$ cat src/rtl/cnn_out_writer.sv
// cnn_out_writer: packs 8-bit CNN results into 128-bit lines and issues memory write requests
module cnn_out_writer #(
  parameter int ADDR_WIDTH = 12,
  parameter int MEM_DATA_BUS = 128,
  parameter int MAX_BYTES_TO_WR = 16,
  parameter int LOG2_MAX_BYTES_TO_WR = $clog2(MAX_BYTES_TO_WR + 1),
  parameter int CNT_WIDTH = 16
) (
  input  logic                            clk,
  input  logic                            rst,
  input  logic                            sw_start,
  input  logic [ADDR_WIDTH-1:0]           sw_addr_z,
  input  logic [CNT_WIDTH-1:0]            sw_num_results,
  output logic                            busy,
  output logic                            done,
  input  logic [7:0]                      res_data,
  input  logic                            res_vld,
  output logic                            res_rdy,
  output logic                            out_mem_wr_req,
  output logic [ADDR_WIDTH-1:0]           out_mem_start_addr,
  output logic [LOG2_MAX_BYTES_TO_WR-1:0] out_mem_bytes,
  output logic [MEM_DATA_BUS-1:0]         out_mem_data,
  input  logic                            out_mem_ack
);
  localparam int LANE_W = $clog2(MAX_BYTES_TO_WR);
  typedef enum logic [1:0] {IDLE, FILL, WR, DONE} state_t;
  state_t state;
  logic [CNT_WIDTH-1:0] remain_q;
  logic last, full;
  assign last = remain_q == CNT_WIDTH'(1);
  assign full = out_mem_bytes == LOG2_MAX_BYTES_TO_WR'(MAX_BYTES_TO_WR - 1);
  // job FSM; the request outputs are the address, byte index and line buffer registers themselves
  always_ff @(posedge clk) begin
    if (rst) begin
      state              <= IDLE;
      busy               <= 1'b0;
      done               <= 1'b0;
      res_rdy            <= 1'b0;
      out_mem_wr_req     <= 1'b0;
      out_mem_start_addr <= '0;
      out_mem_bytes      <= '0;
      out_mem_data       <= '0;
      remain_q           <= '0;
    end else begin
      case (state)
        IDLE: if (sw_start) begin
          out_mem_start_addr <= sw_addr_z;
          remain_q           <= sw_num_results;
          out_mem_bytes      <= '0;
          out_mem_data       <= '0;
          busy               <= 1'b1;
          state              <= sw_num_results != '0 ? FILL : DONE;
          res_rdy            <= sw_num_results != '0;
          done               <= sw_num_results == '0;
        end
        FILL: if (res_vld && res_rdy) begin
          out_mem_data[{out_mem_bytes[LANE_W-1:0], 3'b000} +: 8] <= res_data;
          out_mem_bytes <= out_mem_bytes + LOG2_MAX_BYTES_TO_WR'(1);
          remain_q      <= remain_q - CNT_WIDTH'(1);
          if (full || last) begin
            state          <= WR;
            res_rdy        <= 1'b0;
            out_mem_wr_req <= 1'b1;
          end
        end
        WR: if (out_mem_ack) begin
          out_mem_start_addr <= out_mem_start_addr + ADDR_WIDTH'(out_mem_bytes);
          out_mem_bytes      <= '0;
          out_mem_data       <= '0;
          out_mem_wr_req     <= 1'b0;
          state              <= remain_q != '0 ? FILL : DONE;
          res_rdy            <= remain_q != '0;
          done               <= remain_q == '0;
        end
        DONE: begin
          done  <= 1'b0;
          busy  <= 1'b0;
          state <= IDLE;
        end
      endcase
    end
  end
endmodule

$ cat config.mk
export PLATFORM = sky130hd
export DESIGN_NAME = cnn_out_writer
export DESIGN_NICKNAME = d
export VERILOG_FILES = /design/src/rtl/cnn_out_writer.sv
export SDC_FILE = /design/constraint.sdc
export NUM_CORES = 1
export LEC_CHECK = 0
export ABC_AREA = 1
export BUFFER_PORTS_ARGS = -buffer_cell sky130_fd_sc_hd__buf_2
export CORE_UTILIZATION = 40
export DETAILED_ROUTE_END_ITERATION = 8
export SYNTH_ARGS = -nofsm -noshare
export SYNTH_HDL_FRONTEND = slang
export SYNTH_SLANG_ARGS = --single-unit
$ cat constraint.sdc
create_clock -name clk -period 3.43 [get_ports clk]
set_input_delay 0.686 -clock clk [delete_from_list [all_inputs] [get_ports clk]]
set_output_delay 0.686 -clock clk [all_outputs]
set_load 0.02 [all_outputs]
==> summary.md <==
| Metric | Value |
|---|---|
| Area share of the largest cell type after synthesis | `0.403` |
| CP Capture Type | `flip-flop` |
| CTS Buf Count | `17` |
| Clock Path Buffers | `2` |
| Synth unique cells | `45` |
| Outcome | `finished, final reports clean` |
| Fmax | `0.376 GHz` |
| Avg Cell Area, Syn | `7.08 sq um` |
| Pre-antenna DRT Iters | `5` |
| Clock skew | `8.97 ps` |
| Total gr overflow | `0` |
| Buf/Inv on CP | `2` |
| Worst path max stage delay | `490 ps` |
| DRT Wirelength | `25.6 mm` |
| YS warnings | `0` |
| Period minus WS final | `2660 ps` |
| Core ar. | `20300 sq um` |
| Clock latency on the worst-skew pair | `430 ps` |
| Dpl hpwl | `18.4 mm` |
| Fin crit share | `0.776` |
| Grt met2 use | `0.362` |
| Grt peak-use layer | `met2` |
| Nets | `1398` |
| Post-CTS setup buffer count | `0` |
| Largest net degree at the start of global routing | `98` |
| Reg2Reg Capture Point | `out_mem_data[21]` |
| Slew at the pin closest to its max-slew limit | `753 ps` |
| CTS tree | `built` |
| #FFs+latches synth | `167` |
| Final Util | `0.492` |
| Leading cell type in the layout, fill and taps excluded | `nand2_1` |
| Met3 Usage GRT | `0.0455` |
| Setup slack, reg-to-reg | `770 ps` |
| DRT antenna net count | `0` |
| Fill count | `2113` |
| Die W | `146 um` |
| Row count | `52` |
| CP startpoint | `state[0]` |
| Clock Root Buffer | `clkbuf_16` |
| Worst setup SP type | `flip-flop` |
| Sinks on Clock Net | `167` |
| PD cells | `726 nW/um^2` |
| Max-Cap Viols | `0` |
| Ant diodes | `0` |
| Clock transition at path regs | `70 ps` |
| FF-to-FF Start | `state[0]` |
| Final setup fails | `0` |
| Layout cells sized above 1 | `0.212` |
| Sequential fraction of the synthesis area | `0.403` |
| IO Count | `190` |
| Syn_nets | `1230` |
| Post-DR vias/cell | `5.18` |
| Detailed Route Iter0 Violations | `646` |
| Non-filler cells, final | `1621` |
| Buffers on Ports | `189` |
| Critical Path End | `out_mem_data[21]` |
| H-tree depth | `4` |
| Inst Count DP | `1589` |
| Most frequent CP cell | `nand2_4` |
| Slowest CP cell | `inv_4` |
| Worst path top cell family by delay | `simple AND/OR/NAND/NOR gates` |
| M1 GR Usage | `0.335` |
| Starting Density | `0.408` |
| Global-route usage over all layers | `0.237` |
| Setup tns final | `0 ps` |
| Wire length per cell | `15.8 um` |
| Mapped Cells | `1170` |
| Vias in the first global route | `7568` |
| WHS | `458 ps` |
| Worst-path cell chain | `inv_1 > ha_1 > nand2_4 > nand2_4 > nor2_8 > nand2_4 > inv_4 > nand3_4 > nor2_4 > nand2_1 > a21oi_1` |
| Reg2reg path depth | `11` |
| Yosys top cell by area | `dfxtp_1` |
| Post-CTS Resized | `0` |
| Leakage power | `0.00432 uW` |
| Worst Path Arrival | `3020 ps` |
| Gp weighted congestion | `0.865` |
| Hold buffer count at CTS | `0` |
| Initial antenna violation count | `0` |
| Critical path depth | `11` |
| Slew headroom | `0.498` |
| Maximum VDD drop | `0.356 mV` |
| CP max FO | `48` |
| Die height | `146 um` |
| Final Max Slew Viols | `0` |
| Hold WC Path Type | `flip-flop to flip-flop` |
| Fin. Hold Viols | `0` |
| Area growth from synthesis to layout | `20.6%` |
| Top post-synthesis cells by area | `dfxtp_1 40%, nand2_1 13%, nand3_1 11%, a21oi_1 10%, nor2_1 4.4%` |
| First-pass GRT wire length | `40.3 mm` |
| Highest-count cells in the layout ignoring fill and taps | `288 x nand2_1, 188 x buf_2, 179 x nand3_1, 171 x a21oi_1, 167 x dfxtp_1` |
| Critical Path RT | `3790 ps` |
| Drc violations | `0` |
| Syn Std Cell Area | `8290 sq um` |
| Area of the die | `21300 sq um` |
| Crit Path Class | `flip-flop to flip-flop` |
| Unrepaired setup endpoints after global routing | `false` |
| Vias | `8398` |
-- worst register-to-register path, delay by kind of cell (launching register included) --
| kind | cells | cell delay (ps) |
|---|---|---|
| and+or+nand+nor | 7 | 1070 |
| buffers and inverters | 2 | 570 |
| adders and majority gates | 1 | 460 |
| DFF | 1 | 370 |
| AOI/OAI and AO/OA | 1 | 120 |
-- worst min path at each step --
stage	end	from	slack (ps)	depth (start not counted)
finish	out_mem_data[126]	out_mem_data[126]	460	2
global placement	out_mem_data[72]	out_mem_data[72]	450	2
detailed placement	out_mem_data[126]	out_mem_data[126]	450	2
CTS	out_mem_data[126]	out_mem_data[126]	460	2
floorplan	remain_q[10]	remain_q[10]	450	2
global route	out_mem_data[72]	out_mem_data[72]	480	2
-- power by group --
part	total, uW	internal, uW	switching (uW)
sequential	2270	2100	167
clock	1960	1060	897
combinational	3020	775	2250
-- final cells by class --
cell class                      count  area, sq um  share of cell area
Tap cell                          270          338              0.0338
Clock buffer                       19          443              0.0443
Sequential cell                   167         3340               0.335
Inverter                           83          323              0.0323
Timing Repair Buffer              198         1030               0.103
Clock inverter                     13          153              0.0153
Multi-Input combinational cell    871         4360               0.437
-- cell usage after synthesis, drive strengths merged --
master	number
o21bai	1
nor2	110
nor3	24
a21oi	171
o32ai	1
buf	24
o31ai	2
nand3b	8
clkbuf	25
nand3	189
nand4	3
ha	18
xor2	2
a21boi	1
o22ai	1
a31oi	3
clkinv	4
dfxtp	167
inv	79
or2	1
o21ai	30
a211oi	6
nand2	298
xnor2	1
fa	1
-- routing by layer --
layer	part of all wire	up-vias
li1	-	4222
met1	0.48	3866
met2	0.44	277
met3	0.060	33
met4	0.019	0
met5	0	-
-- sequential cells by signal, indices dropped and copies added, names as in the netlist --
register and flops:
res_rdy 1, out_mem_bytes 5, out_mem_wr_req 1, remain_q 16, out_mem_data 128, out_mem_start_addr 12, done 1, busy 1
state 2
-- through the flow --
stage / cell area (sq um) / power [uW] / setup slack (ps)
after global routing: 9990 / 7720 / 530
final: 9990 / 7250 / 768
after detailed placement: 9400 / 5310 / 793
after CTS: 9990 / 7270 / 788
after floorplan: 8290 / 4640 / 1450
after global placement: 9400 / 5310 / 824
-- cell families (layout without fill, tap and decap cells) --
group / count (synthesis) / in the layout / share of synthesized area
flip-flops: 167 / 167 / 0.403
AND/OR/NAND/NOR: 633 / 633 / 0.358
AO/OA/AOI/OAI: 216 / 216 / 0.136
adder cells (fa/ha/maj): 19 / 19 / 0.0296
XOR/XNOR: 3 / 3 / 0.00317
buffers and inverters: 132 / 313 / 0.0701
No activity file was read; power rests on OpenSTA's default activity.
